[src/rtl/riscv_pkg.sv]
// ============================================================================
// Module      : riscv_pkg
// Description : Shared widths and control-bundle bit positions for the core.
// Revision    : 1.0 - initial release
// ============================================================================
`default_nettype none

package riscv_pkg;
    localparam int XLEN          = 64;
    localparam int CTRL_W        = 8;

    localparam int CTRL_REGWRITE = 7;
    localparam int CTRL_MEMREAD  = 6;
    localparam int CTRL_MEMWRITE = 5;
    localparam int CTRL_MEMTOREG = 4;
    localparam int CTRL_ALUSRC   = 3;
    localparam int CTRL_BRANCH   = 2;
    localparam int CTRL_ALUOP_HI = 1;
    localparam int CTRL_ALUOP_LO = 0;
endpackage

`default_nettype wire

[src/rtl/load_use_detect.sv]
// ============================================================================
// Module      : load_use_detect
// Description : Combinational load-use hazard compare between decode and EX.
// Revision    : 1.0 - initial release
// ============================================================================
`default_nettype none

module load_use_detect (
    input  logic       id_valid,
    input  logic [4:0] id_rs1,
    input  logic [4:0] id_rs2,
    input  logic       ex_valid,
    input  logic       ex_memread,
    input  logic [4:0] ex_rd,
    output logic       hazard
);
    // x0 is hardwired zero, so a load targeting it never creates a dependency.
    assign hazard = id_valid && ex_valid && ex_memread && (ex_rd != 5'd0) &&
                    ((ex_rd == id_rs1) || (ex_rd == id_rs2));
endmodule

`default_nettype wire

[src/rtl/id_ex_stage.sv]
// ============================================================================
// Module      : id_ex_stage
// Description : ID/EX pipeline register with WB bypass, load-use bubble,
//               flush handling and saturating stall/flush event counters.
// Revision    : 1.0 - initial release
// ============================================================================
`default_nettype none

module id_ex_stage
    import riscv_pkg::CTRL_W;
    import riscv_pkg::CTRL_MEMREAD;
#(
    parameter int XLEN  = 64,
    parameter int CNT_W = 32
) (
    input  logic              clk,
    input  logic              reset,
    input  logic              id_valid,
    input  logic [XLEN-1:0]   id_pc,
    input  logic [4:0]        id_rs1,
    input  logic [4:0]        id_rs2,
    input  logic [4:0]        id_rd,
    input  logic [XLEN-1:0]   id_read_data1,
    input  logic [XLEN-1:0]   id_read_data2,
    input  logic [XLEN-1:0]   id_imm,
    input  logic [CTRL_W-1:0] id_ctrl,
    input  logic              wb_reg_write,
    input  logic [4:0]        wb_rd,
    input  logic [XLEN-1:0]   wb_data,
    input  logic              flush,
    output logic              stall_out,
    output logic              ex_valid,
    output logic [XLEN-1:0]   ex_pc,
    output logic [XLEN-1:0]   ex_read_data1,
    output logic [XLEN-1:0]   ex_read_data2,
    output logic [XLEN-1:0]   ex_imm,
    output logic [4:0]        ex_rs1,
    output logic [4:0]        ex_rs2,
    output logic [4:0]        ex_rd,
    output logic [CTRL_W-1:0] ex_ctrl,
    output logic [CNT_W-1:0]  stall_count,
    output logic [CNT_W-1:0]  flush_count
);
    localparam logic [CNT_W-1:0] c_CNT_MAX = {CNT_W{1'b1}};
    localparam logic [CNT_W-1:0] c_CNT_ONE = {{(CNT_W-1){1'b0}}, 1'b1};

    logic            w_hazard;
    logic            w_byp1;
    logic            w_byp2;
    logic [XLEN-1:0] w_op1;
    logic [XLEN-1:0] w_op2;

    load_use_detect u_load_use_detect (
        .id_valid   (id_valid),
        .id_rs1     (id_rs1),
        .id_rs2     (id_rs2),
        .ex_valid   (ex_valid),
        .ex_memread (ex_ctrl[CTRL_MEMREAD]),
        .ex_rd      (ex_rd),
        .hazard     (w_hazard)
    );

    // A wrong-path instruction under flush must not freeze fetch.
    assign stall_out = w_hazard && !flush;

    assign w_byp1 = wb_reg_write && (wb_rd != 5'd0) && (wb_rd == id_rs1);
    assign w_byp2 = wb_reg_write && (wb_rd != 5'd0) && (wb_rd == id_rs2);
    assign w_op1  = w_byp1 ? wb_data : id_read_data1;
    assign w_op2  = w_byp2 ? wb_data : id_read_data2;

    always_ff @(posedge clk) begin
        if (reset || flush || w_hazard) begin
            ex_valid      <= 1'b0;
            ex_pc         <= '0;
            ex_read_data1 <= '0;
            ex_read_data2 <= '0;
            ex_imm        <= '0;
            ex_rs1        <= '0;
            ex_rs2        <= '0;
            ex_rd         <= '0;
            ex_ctrl       <= '0;
        end else begin
            ex_valid      <= id_valid;
            ex_pc         <= id_pc;
            ex_read_data1 <= w_op1;
            ex_read_data2 <= w_op2;
            ex_imm        <= id_imm;
            ex_rs1        <= id_rs1;
            ex_rs2        <= id_rs2;
            ex_rd         <= id_rd;
            ex_ctrl       <= id_ctrl;
        end
    end

    // Flush takes priority: a flushed hazard is counted as a flush only.
    always_ff @(posedge clk) begin
        if (reset) begin
            stall_count <= '0;
            flush_count <= '0;
        end else if (flush) begin
            if (id_valid && (flush_count != c_CNT_MAX))
                flush_count <= flush_count + c_CNT_ONE;
        end else if (w_hazard) begin
            if (stall_count != c_CNT_MAX)
                stall_count <= stall_count + c_CNT_ONE;
        end
    end
endmodule

`default_nettype wire
[config.mk]
export PLATFORM = sky130hd
export DESIGN_NAME = id_ex_stage
export DESIGN_NICKNAME = d
export VERILOG_FILES = /design/src/rtl/riscv_pkg.sv /design/src/rtl/load_use_detect.sv /design/src/rtl/id_ex_stage.sv
export SDC_FILE = /design/constraint.sdc
export NUM_CORES = 1
export LEC_CHECK = 0
export ABC_CLOCK_PERIOD_IN_PS = 2340
export BUFFER_PORTS_ARGS = -buffer_cell sky130_fd_sc_hd__buf_4
export CORE_AREA = 5 5 265 267
export DETAILED_ROUTE_END_ITERATION = 10
export DIE_AREA = 0 0 270 272
export GPL_ROUTABILITY_DRIVEN = 0
export RECOVER_POWER = 100
export SLEW_MARGIN = 20
export SYNTH_ARGS = -nofsm -noshare
export SYNTH_HDL_FRONTEND = slang
export SYNTH_SLANG_ARGS = --single-unit
[constraint.sdc]
create_clock -name clk -period 2.34 [get_ports clk]
set_input_delay 0.468 -clock clk [delete_from_list [all_inputs] [get_ports clk]]
set_output_delay 0.468 -clock clk [all_outputs]
set_load 0.01 [all_outputs]
==> run_results.csv, run 1 <==
group,metric,value,unit
synth,synth_flop_cell,"dfxtp_1",
floorplan,die_area,73440,µm²
power_and_ir_drop,max-vdd-ir-drop,0.5643,mV
global_route,grt_antenna_before_repair,4,
drt,wl_met2,26.60,mm
timing,setup_violations,0,
floorplan,chipWidth,270,µm
drt,drt_first_iter_violations,618,
drt,drt.antenna.violating_nets,0,
drt,routedWlPerCell,18.75,µm
drt,drc,0,
drt,wl_met3,5.281,mm
synth,yosysMostFrequentCell,"dfxtp_1",
critical_path,cp_slowest_stage_delay,0.32,ns
power_and_ir_drop,power_leakage,7.790,nW
status,outcome,"completed",
clocking,cts_max_level,2,
drt,routed_wl,55.75,mm
drt,routed_via_density,4.038,
floorplan,core-area,67870,µm²
global_route,grt_pass1_wl,79.98,mm
critical_path,crit_buf_inv,4,
floorplan,initial_core_util,17.40,%
critical_path,worstPathCellList,"buf_12 -> xnor2_2 -> nand3_1 -> o22ai_1 -> buf_4 -> nand2_4 -> inv_4 -> buf_6",
synth,ys_warn_count,0,
drt,top_layer,"met4",
clocking,path_clk_slew,0.06,ns
place,io_buffer_count,697,
floorplan,pin_count,698,
power_and_ir_drop,cellPowerDensity,738.1,nW/µm²
critical_path,criticalPathCategory,"reg2out",
timing,fmax,437.2,MHz
critical_path,slowest_stage,"dfxtp_2",
global_route,grtUsageTotal,14.25,%
place,post_dp_cell_area,18870,µm²
drt,dr.pass1.iters,5,
synth,ys_seq_area_share,58.31,%
clocking,hold_buffers,0,
floorplan,die_h,272,µm
critical_path,worst_setup_path_end_kind,"primary output",
timing,final.setup.worst_slack,0.05255,ns
synth,synth_edf_count,0,
synth,synth_area_leaders,"dfxtp_1 (58%), nand2_1 (8.9%), and2_1 (8.2%)",
timing,period_needed,2.287,ns
clocking,ctsRootBufferMaster,"clkbuf_16",
worst_hold_path,min_path_type,"in2reg",
timing,slew_violations,0,
critical_path,crit_family,"buffers and inverters",
clocking,numCtsBuffers,42,
final_layout,drive_gt1_share,25.92,%
clocking,cts.sinks,344,
critical_path,cp_max_fo,4,
final_layout,nets,2413,
synth,synthDistinctLibCells,50,
synth,synth_nets,1643,
final_layout,syn_to_final_growth,60.80,%
critical_path,cp_data_required_time,1.87,ns
synth,yosys.area.top_type_share,58.31,%
clocking,clock_path_buffers,3,
critical_path,cp.arrival,1.82,ns
synth,synthCells,1288,
clocking,cts_tree,"built",
synth,yosys.area.top_type,"dfxtp_1",
run,drv_cap,0,
drt,met1_length,22.44,mm
synth,syn_avg_cell_area,9.169,µm²
synth,ys_async_sr_fraction,0,%
global_route,grt_start_max_net_pins,66,
drt,vias,12000,
floorplan,placementRows,96,
timing,finClkSkew,0.01369,ns
timing,tightest_slew,0.7209,ns
timing,min_period_over_period,97.75,%
place,preCtsSetupSlack,-0.06759,ns
place,place_hpwl,45.12,mm
timing,rsz0062_at_grt,"yes",
global_route,grt_overflow_total,0,
timing,hold_violations,0,
global_route,grt_pass1_vias,12250,
timing,timing.slew.headroom,51.94,%
synth,synth_common_cells,"dfxtp_1 (344), nand2_1 (280), a21oi_1 (160)",
critical_path,cp-start-kind,"flop",
clocking,insertion_delay,0.56,ns
final_layout,postLayoutCellArea,18990,µm²
synth,synth-seq-cells,344,
synth,syn_area,11810,µm²
final_layout,antenna_cells,0,
==> logic make-up after synthesis <==
group                      synth area share [%]
xor gates and xnor gates                  3.486
and+or+nand+nor                           25.56
AOI/OAI and AO/OA                         9.524
adders and majority gates                0.2119
DFF                                       58.31
buffers and inverters                     2.638
muxes                                    0.2649
==> final timing paths <==
| path | start | to | slack [ns] | cells after the start |
|---|---|---|---|---|
| min | id_pc[58] | ex_pc[58] | 0.11 | 2 |
| max | ex_rd[3] | stall_out | 0.05 | 8 |
| min reg2reg | stall_count[10] | stall_count[10] | 0.49 | 2 |
| max reg2reg | ex_rd[0] | ex_pc[11] | 0.09 | 7 |
==> final cells by class <==
| class | instances | area (µm²) |
|---|---|---|
| Clock buffer | 62 | 1237 |
| Clock inverter | 15 | 163.9 |
| Fill cell | 7497 | 48870 |
| Inverter | 7 | 28.78 |
| Multi-Input combinational cell | 866 | 4673 |
| Sequential cell | 344 | 6900 |
| Tap cell | 882 | 1104 |
| Timing Repair Buffer | 797 | 4883 |
==> flip-flops by register name, indices dropped and copies added, names as in the netlist, 8 cells and up <==
register,count
stall_count,32
ex_imm,64
ex_read_data1,64
ex_ctrl,8
ex_pc,64
ex_read_data2,64
flush_count,32
==> per-layer routing <==
layer,track usage (%),vias up
met3,5.629,76
li1,-,5818
met2,24.19,502
met1,16.85,5608
met4,3.780,0
met5,0,-
==> per-stage QoR <==
| stage | TNS [ns] | hold WS (ns) | cells | power (mW) | util, % |
|---|---|---|---|---|---|
| after floorplan | 0 | 0.5042 | 1288 | 6.645 | - |
| after global placement | -0.01894 | 0.4824 | 2893 | 7.725 | 27.81 |
| after detailed placement | -0.06759 | 0.4912 | 2893 | 7.717 | 27.81 |
| after CTS | 0 | 0.05338 | 2973 | 14.42 | 30.01 |
| after global routing | -0.1799 | 0.06156 | 2973 | 14.59 | 27.98 |
| final | 0 | 0.1107 | 2973 | 14.02 | 27.98 |
==> worst register-to-register path, cell delays in order, from the launching register on <==
cell	delay [ns]
dfxtp_4	0.36
buf_6	0.14
xnor2_2	0.12
nand3_1	0.09
o22a_1	0.32
o21a_1	0.43
buf_6	0.42
and2_1	0.30
==> placed cells by master, fill, tap and decap left out, types with 9 or more instances in the layout <==
cell type  instances
nand2_1          279
and2_0            56
xor2_1            19
a21oi_1          160
nand4_1           23
buf_12            16
nor3_1            10
clkbuf_8           9
clkbuf_1         360
or3_1             21
buf_4            415
nor2_1            39
or4_1             11
dfxtp_1          339
and2_1            98
and4_1            10
clkbuf_16         43
xnor2_1           24
o21ai_0           23
nand3_1           23
o31ai_1           10
==> repair_timing <==
| action | CTS | global route |
|---|---|---|
| buffers inserted | 4 | 0 |
| pin swaps | 5 | 0 |
| gates resized for setup | 19 | 4 |
| setup endpoints to repair | 1 | 3 |
==> where the power goes <==
part | total [mW] | switching, mW | internal [mW]
Clock | 6.61 | 2.70 | 3.92
Combinational | 1.27 | 0.631 | 0.641
Sequential | 6.13 | 0.0726 | 6.06
Note: power is estimated with default switching activity, not from simulation.
==> run 2, diff against run 1 <==
--- a/config.mk
+++ b/config.mk
@@ -11,6 +11,7 @@
 export DETAILED_ROUTE_END_ITERATION = 10
 export DIE_AREA = 0 0 270 272
 export GPL_ROUTABILITY_DRIVEN = 0
+export PLACE_DENSITY_LB_ADDON = 0.25
 export RECOVER_POWER = 100
 export SLEW_MARGIN = 20
 export SYNTH_ARGS = -nofsm -noshare
==> run 2 against run 1 <==
- clock power is 0.9% higher
- clock skew grew 0.0090 ns
- total power increased by 0.75%
- critical path depth unchanged
- first-iteration DRC count fell by 24%
- register-to-register slack hardly changed
- sequential share of layout area is 0.45 points lower
- critical endpoint unchanged
==> run_results.csv, run 2 (synthesis results as in run 1) <==
group,metric,value,unit
status,outcome,"completed",
floorplan,pin_count,698,
timing,fmax,435.8,MHz
critical_path,cp.arrival,1.83,ns
timing,whs,0.09761,ns
place,post_dp_cell_area,18910,µm²
final_layout,nFillCells,7473,
run,drv_cap,0,
global_route,grt_pass1_wl,81.38,mm
critical_path,worst_setup_path_end_kind,"primary output",
final_layout,antenna_cells,0,
critical_path,reg2reg_slack,0.10,ns
timing,final.setup.worst_slack,0.04529,ns
timing,setup_violations,0,
floorplan,initial_core_util,17.40,%
final_layout,utilization,28.35,%
final_layout,nets,2420,
critical_path,rr_worst_depth,10,
final_layout,final_cell_mix,"buf_4 (438), clkbuf_1 (353), dfxtp_1 (339), nand2_1 (278), a21oi_1 (160)",
clocking,insertion_delay,0.56,ns
final_layout,syn_to_final_growth,62.89,%
critical_path,cp_data_required_time,1.87,ns
global_route,grt_antenna_before_repair,6,
place,place_hpwl,44.86,mm
floorplan,placementRows,96,
drt,routed_via_density,4.023,
final_layout,multi_input_area,4770,µm²
floorplan,core-area,67870,µm²
drt,routed_wl,56.16,mm
timing,hold_violations,0,
drt,drt_first_iter_violations,469,
drt,drt.antenna.violating_nets,0,
final_layout,regArea,6903,µm²
global_route,grt_start_max_net_pins,66,
place,preCtsSetupSlack,-0.1770,ns
timing,tightest_slew,0.7357,ns
clocking,cts.sinks,344,
drt,drc,0,
power_and_ir_drop,cellPowerDensity,734.1,nW/µm²
clocking,cts_max_level,2,
timing,min_period_over_period,98.06,%
timing,slew_violations,0,
clocking,numCtsBuffers,42,
drt,dr.pass1.iters,5,
clocking,clock_path_buffers,3,
worst_hold_path,min_path_type,"in2reg",
drt,routedWlPerCell,18.85,µm
power_and_ir_drop,p_total,14.12,mW
timing,rsz0062_at_grt,"yes",
floorplan,die_h,272,µm
floorplan,chipWidth,270,µm
final_layout,drive_gt1_share,27.03,%
global_route,grt_pass1_vias,12600,
critical_path,cp-start-kind,"flop",
critical_path,criticalPathCategory,"reg2out",
final_layout,final_common_cell,"buf_4",
timing,timing.slew.headroom,50.95,%
critical_path,crit_path_start,"ex_rd[0]",
drt,vias,11990,
global_route,grt_overflow_total,0,
clocking,path_clk_slew,0.06,ns
critical_path,r2r-end,"stall_count[31]",
power_and_ir_drop,power_leakage,7.934,nW
timing,finClkSkew,0.02269,ns
clocking,cts_tree,"built",
timing,period_needed,2.295,ns
final_layout,postLayoutCellArea,19240,µm²
place,io_buffer_count,697,
global_route,grtUsageTotal,14.37,%
power_and_ir_drop,max-vdd-ir-drop,0.4691,mV
critical_path,endpoint,"stall_out",
critical_path,cp_max_fo,3,
floorplan,die_area,73440,µm²
clocking,ctsRootBufferMaster,"clkbuf_16",
critical_path,rr_startpoint,"ex_rd[0]",
## run 2: worst min-delay path by stage
stage / start / endpoint / slack (ns) / cells past startpoint
after floorplan: stall_count[10] / stall_count[10] / 0.50 / 2
final: id_imm[18] / ex_imm[18] / 0.1 / 2
after global placement: stall_count[10] / stall_count[10] / 0.48 / 2
after CTS: id_imm[46] / ex_imm[46] / 0.04 / 2
after detailed placement: stall_count[10] / stall_count[10] / 0.49 / 2
after global routing: id_imm[18] / ex_imm[18] / 0.05 / 2
## run 2: timing repair
action | CTS | global route
gates resized for setup | 29 | 8
endpoints found under the setup margin | 17 | 155
hold buffers | 0 | 0
pin swaps | 5 | 1
setup buffers | 8 | 0
## run 2: metrics by stage
stage / TNS, ns / cells
final: 0 / 2980
after floorplan: 0 / 1288
after global routing: -0.3343 / 2980
after CTS: -0.02041 / 2980
after detailed placement: -2.254 / 2897
after global placement: -1.798 / 2897
## run 2: critical path: stages, from the launching register on
cell and delay, ns:
dfxtp_4 0.37, buf_6 0.14, xnor2_4 0.15, nand3_4 0.10, o22ai_4 0.15, buf_6 0.14
nand2_4 0.05, inv_2 0.06, buf_6 0.09
## run 2: area by class of cell
type	instances	share of cell area, %
timing repair buffer	804	26.09
inverter	7	0.1366
sequential	344	35.88
multi-input combinational	866	24.79
clock buffer	64	6.472
tap	882	5.737
clock inverter	13	0.8911
## run 2: where the power goes
part | internal (mW) | switching [mW] | leakage (nW)
clock | 4.01 | 2.65 | 0.689
sequential | 6.06 | 0.0722 | 2.82
combinational | 0.686 | 0.639 | 4.43
total | 10.8 | 3.36 | 7.93
## run 2: layer usage
| metal | track usage [%] | wire length [µm] | vias up |
|---|---|---|---|
| li1 | - | - | 5835 |
| met1 | 17.23 | 22690 | 5594 |
| met2 | 24.82 | 27490 | 490 |
| met3 | 4.933 | 4819 | 68 |
| met4 | 3.523 | 1147 | 2 |
| met5 | 0 | 13 | - |
==> run 3, diff against run 2 <==
--- a/config.mk
+++ b/config.mk
@@ -11,9 +11,8 @@
 export DETAILED_ROUTE_END_ITERATION = 10
 export DIE_AREA = 0 0 270 272
 export GPL_ROUTABILITY_DRIVEN = 0
-export PLACE_DENSITY_LB_ADDON = 0.25
-export RECOVER_POWER = 100
-export SLEW_MARGIN = 20
+export PLACE_DENSITY = 0.37
+export RECOVER_POWER = 50
 export SYNTH_ARGS = -nofsm -noshare
 export SYNTH_HDL_FRONTEND = slang
 export SYNTH_SLANG_ARGS = --single-unit
==> run 3 against run 2 <==
- cell area fell by 0.96%
- sequential share of layout area rose by 0.36 points
- register-to-register slack improved by 0.04 ns
- first-iteration DRC count rose by 0.43%
- critical path type unchanged
- largest cell class unchanged
- utilization fell by 0.27 points
==> run_results.csv, run 3 (synthesis results as in run 1) <==
group,metric,value,unit
timing,period_needed,2.281,ns
floorplan,pin_count,698,
final_layout,nFillCells,7561,
clocking,ctsRootBufferMaster,"clkbuf_16",
final_layout,drive_gt1_share,26.08,%
place,preCtsSetupSlack,-0.02621,ns
drt,routed_via_density,4.038,
clocking,insertion_delay,0.58,ns
clocking,cts_max_level,2,
final_layout,syn_to_final_growth,61.33,%
timing,min_period_over_period,97.49,%
critical_path,rr_startpoint,"ex_rd[0]",
critical_path,crit_family,"flip-flops",
final_layout,postLayoutCellArea,19050,µm²
critical_path,cp_slowest_stage_delay,0.39,ns
timing,slew_violations,0,
global_route,grt_antenna_before_repair,9,
critical_path,cp-start-kind,"flop",
power_and_ir_drop,power_leakage,7.842,nW
final_layout,final_cell_mix,"buf_4 (407), clkbuf_1 (341), dfxtp_1 (339), nand2_1 (278), a21oi_1 (160)",
clocking,cts_tree,"built",
floorplan,die_h,272,µm
critical_path,criticalPathCategory,"reg2out",
critical_path,slowest_stage,"dfxtp_4",
timing,rsz0062_at_grt,"yes",
drt,dr.pass1.iters,5,
clocking,cts.sinks,344,
place,io_buffer_count,697,
floorplan,die_area,73440,µm²
drt,drc,0,
drt,drt.antenna.violating_nets,0,
drt,drt_first_iter_violations,471,
final_layout,regArea,6905,µm²
drt,routed_wl,59.49,mm
global_route,grtUsageTotal,15.33,%
critical_path,rr_worst_depth,7,
critical_path,reg2reg_slack,0.14,ns
global_route,grt_pass1_wl,85.04,mm
critical_path,cp_data_required_time,1.87,ns
timing,setup_violations,0,
clocking,clock_path_buffers,3,
timing,finClkSkew,0.02894,ns
floorplan,initial_core_util,17.40,%
power_and_ir_drop,cellPowerDensity,770.3,nW/µm²
final_layout,nets,2381,
critical_path,worst_setup_path_end_kind,"primary output",
place,post_dp_cell_area,18580,µm²
global_route,grt_overflow_total,0,
critical_path,crit_path_start,"ex_rd[1]",
drt,routedWlPerCell,20.20,µm
critical_path,cp_max_fo,4,
critical_path,crit_buf_inv,3,
place,place_hpwl,47.12,mm
drt,vias,11890,
timing,final.setup.worst_slack,0.05862,ns
timing,setup-tns-final,0,ns
critical_path,cp.arrival,1.81,ns
global_route,grt_start_max_net_pins,74,
critical_path,endpoint,"stall_out",
final_layout,final_common_cell,"buf_4",
worst_hold_path,min_path_type,"in2reg",
clocking,numCtsBuffers,44,
critical_path,worst-path-stages,7,
floorplan,core-area,67870,µm²
final_layout,multi_input_area,4762,µm²
timing,fmax,438.3,MHz
timing,timing.slew.headroom,51.06,%
global_route,grt_pass1_vias,12440,
timing,hold_violations,0,
drt,top_layer,"met5",
floorplan,placementRows,96,
drt,wl_met3,5.832,mm
drt,met1_length,22.09,mm
floorplan,chipWidth,270,µm
critical_path,r2r-end,"ex_imm[62]",
drt,wl_met2,29.19,mm
timing,tightest_slew,0.7341,ns
critical_path,worstPathCellList,"xnor2_1 -> nand3_1 -> o22ai_4 -> buf_6 -> nand2_8 -> inv_4 -> buf_6",
power_and_ir_drop,max-vdd-ir-drop,0.4758,mV
run,drv_cap,0,
status,outcome,"completed",
critical_path,cp_common_cell,"buf_6",
clocking,path_clk_slew,0.06,ns
[run 3: cell types whose count changed in the layout (fill, tap and decap cells not counted), sizes merged, moves of 3 or more]
cell,delta
bufinv,+3
buf,-37
diode,+4
clkinv,+5
clkbuf,-8
[run 3: cell type report]
class | count | area share [%]
diodes | 4 | 0.05253
clock buffers | 60 | 6.777
clock inverters | 19 | 1.497
inverters | 7 | 0.1510
multi-input cells | 866 | 24.99
flip-flops and latches | 344 | 36.24
well taps | 882 | 5.792
repair buffers | 763 | 24.49
[run 3: report_power, final]
group	total (mW)	internal, mW	switching [mW]
combinational	1.26	0.637	0.624
sequential	6.13	6.06	0.0702
clock	7.29	4.53	2.76
[run 3: how the worst min path moves through the flow]
stage | start | endpoint | depth (start not counted)
after floorplan | stall_count[10] | stall_count[10] | 2
after global placement | stall_count[10] | stall_count[10] | 2
after detailed placement | stall_count[10] | stall_count[10] | 2
after CTS | id_imm[47] | ex_imm[47] | 2
after global routing | id_pc[23] | ex_pc[23] | 2
final | id_pc[23] | ex_pc[23] | 2
[run 3: layer usage]
| metal | up-vias | global-route usage (%) |
|---|---|---|
| li1 | 5762 | - |
| met1 | 5520 | 16.64 |
| met2 | 493 | 26.59 |
| met3 | 113 | 6.624 |
| met4 | 4 | 5.731 |
| met5 | - | 0 |
[run 3: metrics by stage]
stage                     power (mW)  std cells  hold WS [ns]  utilization, %
after global routing           15.34       2944       0.04091           28.07
final                          14.68       2945       0.08532           28.08
after CTS                      15.18       2940       0.02973           29.90
after floorplan                6.645       1288        0.5042               -
after detailed placement       7.688       2858        0.4899           27.38
after global placement         7.686       2858        0.4813           27.38
[run 3: timing repair]
item,4_1_cts,5_1_grt
endpoints found under the setup margin,1,7
hold buffers,0,0
pin swaps,7,3
buffers inserted,6,1
gates resized for setup,30,4
